$ cat src/rtl/mips_mul_div_32b.sv
// Iterative 32-bit multiply/divide unit with HI/LO registers.
// Shift-add multiply and restoring divide, one bit per cycle, MSB first.
module mips_mul_div_32b (
  input  logic        clk,
  input  logic        rst_n,
  input  logic        start,
  input  logic [1:0]  op,
  input  logic [31:0] leftOperand,
  input  logic [31:0] rightOperand,
  input  logic        hiWrite,
  input  logic        loWrite,
  input  logic [31:0] writeData,
  output logic [31:0] hi,
  output logic [31:0] lo,
  output logic        busy,
  output logic        done
);

  typedef enum logic [1:0] {IDLE, RUN, DONE} state_t;

  state_t      state;
  logic [1:0]  op_q;
  logic [31:0] a, b, left_raw;
  logic [63:0] acc;
  logic [32:0] rem;
  logic        neg_res, neg_rem;
  logic [4:0]  cnt;

  logic        lneg, rneg;
  logic [33:0] shifted;
  logic [32:0] rem_next;
  logic [63:0] acc_next, prod;
  logic [31:0] quo, rmd, res_hi, res_lo;

  assign lneg = ~op[0] & leftOperand[31];
  assign rneg = ~op[0] & rightOperand[31];

  // Operands stay put; cnt selects the current bit (31 down to 0), so the
  // multiplier bit and the next dividend bit are both a[cnt]/b[cnt].
  always_comb begin
    shifted  = {rem, a[cnt]};
    rem_next = rem;
    acc_next = {acc[62:0], 1'b0};
    if (op_q[1]) begin
      if (shifted >= {2'b00, b}) begin
        rem_next    = 33'(shifted - {2'b00, b});
        acc_next[0] = 1'b1;
      end else begin
        rem_next = shifted[32:0];
      end
    end else if (b[cnt]) begin
      acc_next = {acc[62:0], 1'b0} + {32'h0, a};
    end
    prod = neg_res ? -acc_next : acc_next;
    quo  = neg_res ? -acc_next[31:0] : acc_next[31:0];
    rmd  = neg_rem ? -rem_next[31:0] : rem_next[31:0];
    if (!op_q[1]) begin
      res_hi = prod[63:32];
      res_lo = prod[31:0];
    end else if (b == '0) begin
      res_hi = left_raw;
      res_lo = '1;
    end else begin
      res_hi = rmd;
      res_lo = quo;
    end
  end

  always_ff @(posedge clk or negedge rst_n) begin
    if (!rst_n) begin
      state    <= IDLE;
      op_q     <= '0;
      a        <= '0;
      b        <= '0;
      left_raw <= '0;
      acc      <= '0;
      rem      <= '0;
      neg_res  <= 1'b0;
      neg_rem  <= 1'b0;
      cnt      <= '0;
      hi       <= '0;
      lo       <= '0;
      busy     <= 1'b0;
      done     <= 1'b0;
    end else begin
      case (state)
        IDLE, DONE: begin
          done <= 1'b0;
          if (start) begin
            op_q     <= op;
            a        <= lneg ? -leftOperand : leftOperand;
            b        <= rneg ? -rightOperand : rightOperand;
            left_raw <= leftOperand;
            neg_res  <= lneg ^ rneg;
            neg_rem  <= lneg;
            acc      <= '0;
            rem      <= '0;
            cnt      <= 5'd31;
            busy     <= 1'b1;
            state    <= RUN;
          end else begin
            if (hiWrite) hi <= writeData;
            if (loWrite) lo <= writeData;
            state <= IDLE;
          end
        end
        RUN: begin
          acc <= acc_next;
          rem <= rem_next;
          if (cnt == 5'd0) begin
            hi    <= res_hi;
            lo    <= res_lo;
            busy  <= 1'b0;
            done  <= 1'b1;
            state <= DONE;
          end else begin
            cnt <= cnt - 5'd1;
          end
        end
        default: state <= IDLE;
      endcase
    end
  end

endmodule

$ cat config.mk
export PLATFORM = sky130hd
export DESIGN_NAME = mips_mul_div_32b
export DESIGN_NICKNAME = d
export VERILOG_FILES = /design/src/rtl/mips_mul_div_32b.sv
export SDC_FILE = /design/constraint.sdc
export NUM_CORES = 1
export LEC_CHECK = 0
export CORE_MARGIN = 3
export CORE_UTILIZATION = 50
export CTS_CLUSTER_SIZE = 25
export DETAILED_ROUTE_END_ITERATION = 16
export GPL_ROUTABILITY_DRIVEN = 1
export PLACE_DENSITY_LB_ADDON = 0.3
export SETUP_SLACK_MARGIN = 0.15
export SLEW_MARGIN = 20
export SYNTH_ARGS = -nofsm -noshare
export SYNTH_HDL_FRONTEND = slang
export SYNTH_SLANG_ARGS = --single-unit
export TNS_END_PERCENT = 1
$ cat constraint.sdc
create_clock -name clk -period 19.8 [get_ports clk]
set_input_delay 3.96 -clock clk [delete_from_list [all_inputs] [get_ports clk]]
set_output_delay 3.96 -clock clk [all_outputs]
set_load 0.02 [all_outputs]
* Yosys cells after proc, flatten, opt, wreduce, memory -nomap -nowiden *
Index checks and enable logic that the tools add are counted.

operators by class
  multiplexer cells = 42
  $mul = 0
  reduce and logical (&&, ||, !) cells = 13
  div/mod/pow operators = 0
  eq/ne operators = 9
  bitwise gates (word level) = 4
  add/sub/neg operators = 8
  shift operators = 0
  order comparisons = 2

operators with widths
  cell                                                                   number
  32-bit two-way mux                                                     14
  64-bit two-way mux                                                     2
  32-bit negation                                                        4
  32-bit case mux with 2 select lines                                    2
  63-bit two-way mux                                                     2
  63-bit case mux with 2 select lines                                    1
  33-bit two-way mux                                                     3
  33-bit case mux with 2 select lines                                    1
  64-bit by 32-bit adder with 64-bit output                              1
  64-bit negation                                                        1
  34-bit by 32-bit >= comparator with 1-bit output                       1
  33-bit by 32-bit subtractor with 33-bit output                         1
  32-bit logical NOT                                                     1
  2-bit != test (second input constant)                                  7
  1-bit binary-select mux with 5-bit select                              2
  5-bit two-way mux                                                      2
  5-bit case mux with 2 select lines                                     1
  3-bit AND reduction                                                    3
  1-bit two-way mux                                                      8
  4-bit AND reduction                                                    2
  5-bit by 6-bit < comparator with 1-bit output (second input constant)  1
  2-bit AND reduction                                                    3
  5-bit logical NOT                                                      1
  5-bit by 1-bit subtractor with 5-bit output (second input constant)    1
  11 further kinds                                                       13

storage, ports and cells
  logic and storage cells = 93
  memories kept = 0
  bits in writable memories = 0
  output and inout port bits = 66
  bits in latches = 0
  register bits after elaboration = 269
  memory bits (read-only) = 0

* Longest topological paths before layout *
  depth after elaboration = 11
  depth in mapped cells = 29
  gate-level depth less buffers = 26

* Worst setup path after synthesis *
OpenSTA, ideal clock, no wires.

  kind = register to register
  from = register cnt[0]
  to = register hi[24]
  arrival time = 6553 ps
  setup slack = 13180 ps
  cell stages (with the launch flop) = 28
  setup time = 67 ps
  required time = 19733 ps
  cell sequence = dfrtp_1 buf_6 buf_2 mux4_2 mux2i_1 nor3_1 nor3_1 ha_1 inv_1 fa_1 a211oi_1 o21ai_1 and2_1 o21ai_1 a21oi_1 a21oi_1 ha_1 nand3_1 or3_1 nor3_1 a41o_1 o211ai_1 or3_1 or3b_1 or4_4 and3_1 nor3_1 o221a_1

between the ends
  cells in the longest elaborated chain, start to end = 11
  elaborated cells between the ends (all ways) = 23

RTL lines
  what                                                                                                                line    text
  start: declaration                                                                                                  27      logic [4:0] cnt;
  start signal: assignment                                                                                            117     cnt <= cnt - 5'd1;
  1-bit binary-select mux with 5-bit select                                                                           41      shifted = {rem, a[cnt]};
  1-bit two-way mux (not written as such)                                                                             41
  33-bit by 32-bit subtractor with 33-bit output or 34-bit by 32-bit >= comparator with 1-bit output (tied branches)  46, 45
  33-bit two-way mux                                                                                                  45      if (shifted >= {2'b00, b}) begin
  33-bit two-way mux                                                                                                  44      if (op_q[1]) begin
  32-bit negation                                                                                                     56      rmd = neg_rem ? -rem_next[31:0] : rem_next[31:0];
  32-bit two-way mux                                                                                                  56
  32-bit two-way mux                                                                                                  60      end else if (b == '0) begin
  32-bit two-way mux                                                                                                  57      if (!op_q[1]) begin
  32-bit two-way mux                                                                                                  110     if (cnt == 5'd0) begin
  32-bit case mux with 2 select lines                                                                                 86      case (state)
  end signal: assignment                                                                                              102     if (hiWrite) hi <= writeData;
  end signal: assignment                                                                                              111     hi <= res_hi;
  end: declaration                                                                                                    13      output logic [31:0] hi,

Several ways; a longest one is shown, not always the timed one. The select of a mux whose other input is x is not followed.
A chain may end at the register's enable or synchronous reset.

* Worst setup path in the final report *
Ends and elaborated chain as after synthesis.

==> metrics.md <==
| Metric | Value |
|---|---|
| Status | `complete, no violations` |
| Final setup viols | `0` |
| Area delta synth->final | `14.6%` |
| Die area | `45,400 um2` |
| Htree depth | `2` |
| Worst-Skew Late Latency | `0.56 ns` |
| Post-Syn Area | `21,400 um2` |
| Initial antenna violation count | `2` |
| Root Buffer | `clkbuf_16` |
| Slew Limit Fails | `0` |
| Yosys top cell area share | `31.2%` |
| Ranking of synthesized cells by area | `dfrtp_1 31%, nand2_1 8.3%, o21ai_0 7.4%` |
| Slowest library cell on the worst path | `dfrtp_1` |
| GPL Wtd Cong | `1.05` |
| Total GRT Usage | `38.4%` |
| EDFF count, synth | `0` |
| Worst Setup Start Kind | `flop` |
| Total power draw | `5.30 mW` |
| Cell Rows | `75` |
| Global-route wire length before repair | `132,000 um` |
| DRT antenna net count | `0` |
| Hold_ws | `0.476 ns` |
| Clock skew | `0.0270 ns` |
| DRT iter0 DRCs | `2,786` |
| Core footprint | `42,100 um2` |
| R2r setup slk | `11.61 ns` |
| Syn_area_per_cell | `7.77 um2` |
| Worst endpoint data arrival time | `8.61 ns` |
| Design area | `24,600 um2` |
| Worst Hold Depth | `2` |
| IO buf count | `168` |
| Die Span Y | `213 um` |
| First-pass DRT Iterations | `6` |
| Reg-to-Reg End | `hi[24]$_DFFE_PN0P_` |
| DP Area | `23,400 um2` |
| Overall die width | `213 um` |
| Rel. slew slack | `26.7%` |
| Crit Path Category | `flop to flop` |
| Final Hold Vio Count | `0` |
| Synth warn | `0` |
| Post-CTS Setup Bufs | `0` |
| Via count | `22,500` |
| Crit. End Element | `flop` |
| Clock sink total | `267` |
| Peak VDD IR | `101 uV` |
| Fin crit share | `41.4%` |
| Leak | `9.96 nW` |
| WL final | `88,200 um` |
| Pin count of the biggest net entering global routing | `112` |
| Worst-path clk slew | `0.06 ns` |
| CTS buffer count | `34` |
| # DRC | `0` |
| RSZ-0062 raised after global routing | `no` |
| Remaining Overflow, GRT | `0` |
| Sequential area share after synthesis | `31.2%` |
| Per-cell routed wire length | `26.0 um` |
| Async S/R FF share, synth | `100%` |
| Top FF cell, synth | `dfrtp_1` |
| Distinct cell type count after synthesis | `99` |
| DR vias/cell | `6.65` |
| Share of layout cells above drive strength 1 | `5.68%` |
| Commonest non-fill, non-tap cell in the layout | `nand2_1` |
| Worst reg2reg path startpoint | `cnt[0]$_DFFE_PN0P_` |
| CTS tree | `built` |
| Worst-margin pin slew | `1.09 ns` |
| CP max stage delay | `0.67 ns` |
| Fillers | `3,846` |
| NumNets Final | `3,002` |
| Hold Path Class | `flop to flop` |
| Crit. Startpoint | `cnt[0]$_DFFE_PN0P_` |
| Cell Pwr Density | `215 nW/um2` |
| Clock tree buffer depth | `3` |
| Final Critical Period | `8.19 ns` |
| Cell accounting for the most synthesized area | `dfrtp_1` |
| Commonest cells after routing, fill and taps aside | `473 x nand2_1, 316 x o21ai_0, 266 x dfrtp_1` |
| IO Pins | `169` |
| Total of max-cap violations | `0` |
| Worst Setup EP | `hi[24]$_DFFE_PN0P_` |
| # hold bufs at CTS | `0` |
| R2R depth | `28` |
| Initial core utilization | `50.9%` |
| Fin Setup TNS | `0 ns` |
| Net Count, Synth | `2,934` |
| Fmax | `0.122 GHz` |
| Hpwl dp | `68,200 um` |
| Post-cts sizing count | `0` |
| Number of global-route vias before repair | `21,300` |
| Yosys reg bits | `267` |
| Crit path required time | `20.22 ns` |
| Worst-path fanout max | `15` |
| Synth Instances | `2,759` |
## state kept, by name, indices dropped and copies added (netlist names), 2 cells and up
register / count
lo: 32
b: 32
left_raw: 31
acc: 63
state: 2
a: 32
cnt: 5
hi: 32
rem: 33
## per-stage QoR
step	cells	setup WS, ns	utilization [%]
4_1_cts	3389	11.77	58.3
5_1_grt	3390	11.06	58.3
3_3_place_gp	3330	11.97	55.5
2_1_floorplan	2759	13.18	-
6_report	3391	11.61	58.3
3_5_place_dp	3330	11.81	55.5
## synth_stat cells (all sizes together), types with 19 or more instances
library cell / instances
a211oi: 23
a21o: 23
a21oi: 180
a22o: 25
a31oi: 40
and3: 19
clkbuf: 149
dfrtp: 267
ha: 70
inv: 91
mux2i: 28
nand2: 473
nand3: 61
nand4: 44
nor2: 181
nor3: 73
nor4: 35
o211ai: 35
o21ai: 320
o22ai: 34
o31ai: 37
or3: 29
xnor2: 126
xor2: 90
## critical path, delay by kind of cell (launching register included)
kind | cells | cell delay, ns
simple gates | 9 | 2.63
compound gates | 11 | 2.39
fa+ha+maj | 3 | 1.01
buf+inv | 4 | 0.81
flops | 1 | 0.67
mux | 1 | 0.52
## cell families (layout without fill, tap and decap cells)
group | Yosys count | count (layout) | synth area share (%)
and+or+nand+nor | 1019 | 1019 | 21.9
AOI/OAI and AO/OA | 878 | 878 | 25.9
DFF | 267 | 267 | 31.2
buffers and inverters | 260 | 351 | 4.73
xor gates and xnor gates | 216 | 216 | 8.83
adders and majority gates | 72 | 72 | 4.27
muxes | 47 | 47 | 3.11
other | 0 | 2 | 0
## power by group
part	switching, mW	internal, mW
Clock	0.263	0.400
Combinational	2.24	1.27
Sequential	0.329	0.798
Total	2.83	2.46
## per-layer routing
| layer | up-vias | track usage (%) | share of wire [%] |
|---|---|---|---|
| li1 | 10200 | - | - |
| met1 | 10900 | 52.5 | 41 |
| met2 | 1250 | 60.4 | 45 |
| met3 | 228 | 6.79 | 9.7 |
| met4 | 2 | 16.0 | 4.8 |
| met5 | - | 0 | 0.015 |
## how the worst min path moves through the flow
stage                                   from                  endpoint  slack [ns]
CTS                         busy$_DFFE_PN0P_          busy$_DFFE_PN0P_        0.48
global placement            busy$_DFFE_PN0P_          busy$_DFFE_PN0P_        0.46
detailed placement          busy$_DFFE_PN0P_          busy$_DFFE_PN0P_        0.46
global route                busy$_DFFE_PN0P_          busy$_DFFE_PN0P_        0.51
finish                    lo[13]$_DFFE_PN0P_        lo[13]$_DFFE_PN0P_        0.48
floorplan           left_raw[13]$_DFFE_PN0P_  left_raw[13]$_DFFE_PN0P_        0.44
## area by class of cell
| class | count | area (um2) | area share, % |
|---|---|---|---|
| diodes | 2 | 5.00 | 0.0204 |
| clock buffers | 47 | 980 | 3.99 |
| clock inverters | 12 | 185 | 0.754 |
| inverters | 93 | 349 | 1.42 |
| multi-input cells | 2232 | 13800 | 56.1 |
| flip-flops and latches | 267 | 6680 | 27.2 |
| well taps | 539 | 674 | 2.74 |
| repair buffers | 199 | 1920 | 7.81 |
No activity file was read; power rests on OpenSTA's default activity.
